### src/rtl/ssd1306_i2c_sequencer.sv
// Sequences the SSD1306 init, window-set and full-frame GDDRAM write transactions
// over a byte-oriented, write-only I2C master with a start/data_req/busy handshake.
module ssd1306_i2c_sequencer #(
    parameter int         CLK_FREQ   = 27_000_000,
    parameter int         POWERUP_US = 100_000,
    parameter logic [6:0] SLAVE_ADDR = 7'h3C,
    parameter int         FB_BYTES   = 1024
) (
    input  logic       clk,
    input  logic       rst_n,
    input  logic       refresh,
    output logic [9:0] fb_addr,
    output logic       fb_rd,
    input  logic [7:0] fb_data,
    output logic       m_start,
    output logic       m_stop,
    output logic       m_data_valid,
    output logic [7:0] m_data_in,
    input  logic       m_data_req,
    input  logic       m_busy,
    output logic       ready,
    output logic       frame_done
);

    localparam int          POWERUP_CYCLES = CLK_FREQ / 1_000_000 * POWERUP_US;
    localparam logic [31:0] PWR_LAST  = (POWERUP_CYCLES > 0) ? 32'(POWERUP_CYCLES - 1) : 32'd0;
    localparam logic [10:0] INIT_LAST = 11'd26;
    localparam logic [10:0] WIN_LAST  = 11'd7;
    localparam logic [10:0] DATA_LAST = 11'(FB_BYTES + 1);

    typedef enum logic [2:0] {PWRUP, TSTART, TWAITB, TBYTE, TEND, IDLE} state_t;
    typedef enum logic [1:0] {K_INIT, K_WIN, K_DATA} kind_t;

    state_t      state_reg, state_next;
    kind_t       kind_reg, kind_next;
    logic [31:0] pwr_cnt_reg, pwr_cnt_next;
    logic [10:0] idx_reg, idx_next;
    logic        pend_reg, pend_next;
    logic        byte_ok_reg, byte_ok_next;
    logic        rd_wait_reg, rd_wait_next;
    logic        guard_reg, guard_next;
    logic [7:0]  hold_reg, hold_next;

    logic [7:0]  table_byte;
    logic [7:0]  cur_byte;
    logic [10:0] last_idx;
    logic        payload;
    logic        byte_avail;
    logic        issue;

    function automatic logic [7:0] init_byte(input logic [4:0] i);
        case (i)
            5'd0:  init_byte = 8'hAE;  5'd1:  init_byte = 8'hD5;  5'd2:  init_byte = 8'h80;
            5'd3:  init_byte = 8'hA8;  5'd4:  init_byte = 8'h3F;  5'd5:  init_byte = 8'hD3;
            5'd6:  init_byte = 8'h00;  5'd7:  init_byte = 8'h40;  5'd8:  init_byte = 8'h8D;
            5'd9:  init_byte = 8'h14;  5'd10: init_byte = 8'h20;  5'd11: init_byte = 8'h00;
            5'd12: init_byte = 8'hA1;  5'd13: init_byte = 8'hC8;  5'd14: init_byte = 8'hDA;
            5'd15: init_byte = 8'h12;  5'd16: init_byte = 8'h81;  5'd17: init_byte = 8'hCF;
            5'd18: init_byte = 8'hD9;  5'd19: init_byte = 8'hF1;  5'd20: init_byte = 8'hDB;
            5'd21: init_byte = 8'h40;  5'd22: init_byte = 8'hA4;  5'd23: init_byte = 8'hA6;
            5'd24: init_byte = 8'hAF;
            default: init_byte = 8'h00;
        endcase
    endfunction

    function automatic logic [7:0] win_byte(input logic [2:0] i);
        case (i)
            3'd0: win_byte = 8'h21;  3'd1: win_byte = 8'h00;  3'd2: win_byte = 8'h7F;
            3'd3: win_byte = 8'h22;  3'd4: win_byte = 8'h00;  3'd5: win_byte = 8'h07;
            default: win_byte = 8'h00;
        endcase
    endfunction

    always_comb begin
        table_byte = 8'h00;
        case (kind_reg)
            K_WIN:   last_idx = WIN_LAST;
            K_DATA:  last_idx = DATA_LAST;
            default: last_idx = INIT_LAST;
        endcase
        if (idx_reg == 11'd0)
            table_byte = {SLAVE_ADDR, 1'b0};
        else if (idx_reg == 11'd1)
            table_byte = (kind_reg == K_DATA) ? 8'h40 : 8'h00;
        else if (kind_reg == K_WIN)
            table_byte = win_byte(idx_reg[2:0] - 3'd2);
        else
            table_byte = init_byte(idx_reg[4:0] - 5'd2);
    end

    // Payload bytes come from the framebuffer via the holding register; everything else is immediate.
    assign payload    = (kind_reg == K_DATA) && (idx_reg >= 11'd2);
    assign cur_byte   = payload ? hold_reg : table_byte;
    assign byte_avail = payload ? byte_ok_reg : 1'b1;
    assign issue      = (state_reg == TBYTE) && m_data_req && byte_avail && !guard_reg;

    assign fb_rd        = (state_reg == TBYTE) && payload && !byte_ok_reg && !rd_wait_reg;
    assign fb_addr      = fb_rd ? (idx_reg[9:0] - 10'd2) : 10'd0;
    assign m_data_valid = issue;
    assign m_data_in    = issue ? cur_byte : 8'h00;
    assign m_stop       = issue && (idx_reg == last_idx);
    assign m_start      = (state_reg == TSTART) && !m_busy;
    assign ready        = (state_reg == IDLE) && !pend_reg;
    assign frame_done   = (state_reg == TEND) && (kind_reg == K_DATA) && !m_busy;

    always_comb begin
        state_next   = state_reg;
        kind_next    = kind_reg;
        pwr_cnt_next = pwr_cnt_reg;
        idx_next     = idx_reg;
        pend_next    = pend_reg;
        byte_ok_next = byte_ok_reg;
        rd_wait_next = rd_wait_reg;
        guard_next   = guard_reg;
        hold_next    = hold_reg;

        if (state_reg != IDLE && refresh)
            pend_next = 1'b1;

        if (rd_wait_reg) begin
            hold_next    = fb_data;
            byte_ok_next = 1'b1;
            rd_wait_next = 1'b0;
        end
        if (fb_rd)
            rd_wait_next = 1'b1;

        case (state_reg)
            PWRUP: begin
                if (pwr_cnt_reg == PWR_LAST) begin
                    state_next = TSTART;
                    kind_next  = K_INIT;
                end else begin
                    pwr_cnt_next = pwr_cnt_reg + 32'd1;
                end
            end
            TSTART: begin
                if (!m_busy)
                    state_next = TWAITB;
            end
            TWAITB: begin
                if (m_busy) begin
                    state_next   = TBYTE;
                    idx_next     = 11'd0;
                    byte_ok_next = 1'b0;
                    rd_wait_next = 1'b0;
                    guard_next   = 1'b0;
                end
            end
            TBYTE: begin
                // Hold off a second valid until data_req has been seen low once.
                if (guard_reg && !m_data_req)
                    guard_next = 1'b0;
                if (issue) begin
                    guard_next   = 1'b1;
                    byte_ok_next = 1'b0;
                    if (idx_reg == last_idx)
                        state_next = TEND;
                    else
                        idx_next = idx_reg + 11'd1;
                end
            end
            TEND: begin
                if (!m_busy) begin
                    case (kind_reg)
                        K_WIN: begin
                            state_next = TSTART;
                            kind_next  = K_DATA;
                        end
                        default: state_next = IDLE;
                    endcase
                end
            end
            IDLE: begin
                if (pend_reg || refresh) begin
                    state_next = TSTART;
                    kind_next  = K_WIN;
                    pend_next  = pend_reg && refresh;
                end
            end
            default: state_next = PWRUP;
        endcase
    end

    always_ff @(posedge clk) begin
        if (!rst_n) begin
            state_reg   <= PWRUP;
            kind_reg    <= K_INIT;
            pwr_cnt_reg <= 32'd0;
            idx_reg     <= 11'd0;
            pend_reg    <= 1'b0;
            byte_ok_reg <= 1'b0;
            rd_wait_reg <= 1'b0;
            guard_reg   <= 1'b0;
            hold_reg    <= 8'h00;
        end else begin
            state_reg   <= state_next;
            kind_reg    <= kind_next;
            pwr_cnt_reg <= pwr_cnt_next;
            idx_reg     <= idx_next;
            pend_reg    <= pend_next;
            byte_ok_reg <= byte_ok_next;
            rd_wait_reg <= rd_wait_next;
            guard_reg   <= guard_next;
            hold_reg    <= hold_next;
        end
    end

endmodule

### config.mk
export PLATFORM = sky130hd
export DESIGN_NAME = ssd1306_i2c_sequencer
export DESIGN_NICKNAME = d
export VERILOG_FILES = /design/src/rtl/ssd1306_i2c_sequencer.sv
export SDC_FILE = /design/constraint.sdc
export NUM_CORES = 1
export LEC_CHECK = 0
export BUFFER_PORTS_ARGS = -buffer_cell sky130_fd_sc_hd__buf_4
export CAP_MARGIN = 20
export CORE_MARGIN = 4
export CORE_UTILIZATION = 30
export CTS_CLUSTER_SIZE = 25
export DETAILED_ROUTE_END_ITERATION = 8
export HOLD_SLACK_MARGIN = 0.15
export PLACE_DENSITY = 0.58
export SYNTH_ARGS = -nofsm -noshare
export SYNTH_HDL_FRONTEND = slang
export SYNTH_SLANG_ARGS = --single-unit
### constraint.sdc
create_clock -name clk -period 3.8 [get_ports clk]
set_clock_uncertainty 0.1 [all_clocks]
set_input_delay 0.38 -clock clk [delete_from_list [all_inputs] [get_ports clk]]
set_output_delay 0.38 -clock clk [all_outputs]
set_load 0.02 [all_outputs]
; Word level (Yosys, flattened, before mapping)
; Memory sizes are Yosys's and may differ from the RTL's.
; Index checks and enable logic that the tools add are counted.
[totals]
wordCells = 115
mem_bits_ro = 256
memories = 1
output_inout_bits = 24
input_bits = 13
ff_bits = 60
[classes]
eq_ne = 24
n_bitwise = 1
n_addsub = 5
reduce_logical = 32
muxes = 42
order_cmp = 1
[mem_list]
columns = name, depth, width, rd, rd_ports_with_merged_regs, write_ports, line
row1 = (name not given), 32, 8, 1, 0, 0, 52  ; case (i)
[op_table]
columns = cell, n
row1 = 11-bit case mux with 2 select lines, 2
row2 = 8-bit two-way mux, 5
row3 = 11-bit two-way mux, 3
row4 = 32-bit by 1-bit adder with 32-bit output (second input constant), 1
row5 = 32-bit by 22-bit equality test with 1-bit output (second input constant), 1
row6 = 7-bit case mux with 4 select lines, 1
row7 = 3-bit two-way mux, 8
row8 = 3-bit case mux with 6 select lines, 1
row9 = 1-bit logical AND, 15
row10 = 2-bit inequality test (second input constant), 7
row11 = 1-bit two-way mux, 13
row12 = 3-bit by 2-bit equality test with 1-bit output (second input constant), 4
row13 = 11-bit by 1-bit adder with 11-bit output (second input constant), 1
row14 = 11-bit by 1-bit equality test with 1-bit output (second input constant), 1
row15 = 11-bit equality test, 1
row16 = 11-bit by 2-bit >= comparator with 1-bit output (second input constant), 1
row17 = 11-bit zero test, 1
row18 = 10-bit two-way mux, 1
row19 = 10-bit by 2-bit subtractor with 10-bit output (second input constant), 1
row20 = 3-bit equality test (second input constant), 3
row21 = 2-bit two-way mux, 4
row22 = 7-bit two-way mux, 1
row23 = 7-bit AND reduction, 1
row24 = 1-bit zero test, 6
row25 = 19 further kinds, 22

; Depth between registers and ports, before layout
[logic_depth]
depth_word = 8
ltp_mapped = 11
ltp_nobuf = 9

; Worst setup path before layout
; OpenSTA, ideal clock, no wires.
[synth_path]
kind = register to output
from = register idx_reg[1]
to = output m_data_in[7]
n_path_buf = 2
required_ns = 3.320
slack_ns = 0.719
stages_incl_launch_ff = 9
t_arrival_ns = 2.601
path_cell_list = dfxtp_1 clkbuf_1 inv_1 ha_1 xnor2_1 buf_2 a211oi_1 or4_1 a21oi_1
[synth_via]
elab_chain_cells = 7
[synth_rtl]
columns = item, line
row1 = start: declaration, 37  ; logic [10:0] idx_reg, idx_next;
row2 = start signal: assignment, 200  ; idx_reg <= idx_next;
row3 = 5-bit by 2-bit subtractor with 5-bit output, 88  ; table_byte = init_byte(idx_reg[4:0] - 5'd2);
row4 = memory read 32 x 8 bit, n/a
row5 = 8-bit two-way mux, 85  ; else if (kind_reg == K_WIN)
row6 = 8-bit two-way mux, 83  ; else if (idx_reg == 11'd1)
row7 = 8-bit two-way mux, 81  ; if (idx_reg == 11'd0)
row8 = 8-bit two-way mux, 93  ; assign cur_byte = payload ? hold_reg : table_byte;
row9 = 8-bit two-way mux (*), 100  ; assign m_data_in = issue ? cur_byte : 8'h00;
row10 = end: declaration, 18  ; output logic [7:0] m_data_in,
; Every way passes the cells marked *; elsewhere a longest branch is shown, timed or not.

; Worst setup path after layout
[layout_path]
from = register idx_reg[3]
to = output m_data_in[7]
; The elaborated chain is that of the path after synthesis.

==> impl_metrics.json <==
{
  "status": "finished clean",
  "syn_area_per_cell_um2": 7.91,
  "io_buffer_count": 36,
  "fin_crit_sh_pct": 89.6,
  "final_cell_mix": "dfxtp_1 (60), buf_4 (42), nor2_1 (41)",
  "yosysSeqAreaShare_pct": 29.8,
  "vias": 3630,
  "cts_root_buf": "clkbuf_16",
  "tightest_slew_ps": 992,
  "rows": 42,
  "cts_buffers": 9,
  "vias_per_cell": 5.12,
  "max-vdd-ir-drop_mv": 0.182,
  "die_h_um": 124,
  "ys_warn_count": 0,
  "synth-edff-count": 0,
  "critPathMaxFanout": 13,
  "clk_pin_slew_ps": 60,
  "area_delta_synth_final_pct": 16.3,
  "cts_sinks": 60,
  "cp-end-kind": "output port",
  "tritoncts": "built",
  "ys_types": 57,
  "io_pins": 37,
  "final.min_clock_period_ps": 3410,
  "insertedDiodeCount": 0,
  "start_util_pct": 30.5,
  "ys_ff_latch": 60,
  "gp_congestion": 0.991,
  "hold_viol_final": 0,
  "cts_hold_buf": 0,
  "hold_depth": 3,
  "drive_above_1_share_pct": 13.5,
  "largest_register_ffs": 32,
  "dieArea_um2": 15300,
  "crit_required_ps": 3320,
  "post_cts_resized": 0,
  "reg2reg_depth": 8,
  "core_area_um2": 13200,
  "antenna_found_initial": 0,
  "layout.nets": 553,
  "cts_buffer_depth": 2,
  "wirelength_mm": 10.4,
  "dp_hpwl_mm": 7.44,
  "setup_tns_ps": 0,
  "overflow": 0,
  "setup_viol": 0,
  "dr.first_iter.drc_count": 285,
  "track_usage_pct": 13.9,
  "final_common_cell": "dfxtp_1",
  "grt_pass1_wl_mm": 16.9,
  "syn-instance-count": 509,
  "arrival_ps": 2930,
  "die_w_um": 124,
  "rsz0062_at_grt": "no",
  "slew_headroom_pct": 33.4,
  "p_per_area_nw_per_um2": 304,
  "syn_nets": 534,
  "synth_top_flop_cell": "dfxtp_1",
  "async_flop_share_pct": 0,
  "fin_area_um2": 4680,
  "worstSetupPathType": "flop to output port",
  "cts.htree.levels": 3,
  "cap_violations": 0,
  "first_pass_iters": 4,
  "max_freq_mhz": 294,
  "slew_violations": 0,
  "route.detailed.drc": 0,
  "grt_pass1_vias": 3385,
  "critical_path.startpoint_type": "flop",
  "p_total_mw": 1.43,
  "syn_area_um2": 4030,
  "ant_nets": 0,
  "clock_latency_ps": 330,
  "place_area_um2": 4410,
  "p_leak_nw": 1.77,
  "holdCritPathClass": "input port to flop",
  "cts_setup_buffers": 0,
  "wl_per_cell_um": 14.7,
  "grt_max_degree": 53
}
-- per-stage QoR --
stage,hold slack (ps),std cells,setup slack [ps],util [%]
2_1_floorplan,358,509,719,-
3_3_place_gp,370,693,858,33.4
3_5_place_dp,386,693,796,33.4
4_1_cts,205,709,428,35.5
5_1_grt,212,709,210,35.5
6_report,211,709,394,35.5
-- cell usage after synthesis (all sizes together), types with 5 or more instances --
cell type   n  area share [%]
dfxtp      60              30
nor2       41             3.8
nand2      39             3.6
and2       31             4.8
xnor2      27             5.9
clkbuf     24             2.2
a21oi      23             2.9
o21ai      23             2.9
nor3       22             3.1
nand4      21             3.7
inv        17             1.6
xor2       16             3.5
nand3      14             1.7
mux2i      13             3.2
ha         12             3.7
nor2b      12             1.9
and3       11             1.7
buf        10             1.6
nor4       10             1.6
or3         8             1.2
a21boi      7             1.6
nand2b      7             1.1
a211oi      5            0.93
nor3b       5            0.93
-- kinds of logic (layout without fill, tap and decap cells) --
family	Yosys count	count (layout)	share of synthesized area, %
mux	14	14	3.51
xor+xnor	43	43	9.36
fa+ha+maj	12	12	3.73
simple gates	239	239	33.1
buf+inv	52	76	5.66
flops	60	60	29.8
compound gates	89	89	14.8
-- report_power, final --
| group | switching (mW) | total [mW] | internal (mW) |
|---|---|---|---|
| Combinational | 0.0193 | 0.0365 | 0.0172 |
| Clock | 0.311 | 0.752 | 0.441 |
| Sequential | 0.00380 | 0.637 | 0.633 |
-- path summary, 6_finish.rpt --
path | start | endpoint | slack (ps)
max | idx_reg[3] | m_data_in[7] | 390
min | fb_data[5] | hold_reg[5] | 210
max reg2reg | idx_reg[0] | idx_reg[9] | 1050
min reg2reg | guard_reg | guard_reg | 390
-- worst max-delay path, cell delays in order, from the launching register on --
cell and delay, ps:
dfxtp_1 560, nor3_1 150, xnor2_1 800, mux2i_1 290, a211oi_1 70, or4_1 420
a21oi_1 160, buf_4 150
-- layer usage --
metal  vias to the layer above  part of all wire, %  wire, µm  global-route usage, %
met5                         -                    0         0                      0
met3                         8                  5.3       557                   3.54
met2                        91                   49      5160                   23.9
met1                      1683                   44      4640                   17.2
met4                         0                 0.83        87                   3.60
li1                       1848                    -         -                      -
-- cell type report --
cell class | instances | area (µm²)
Inverter | 18 | 72.6
Clock inverter | 7 | 51.3
Clock buffer | 9 | 225
Fill cell | 1381 | 8510
Timing Repair Buffer | 42 | 315
Multi-Input combinational cell | 397 | 2600
Sequential cell | 60 | 1200
Tap cell | 176 | 220
(Power assumes the default switching activity.)
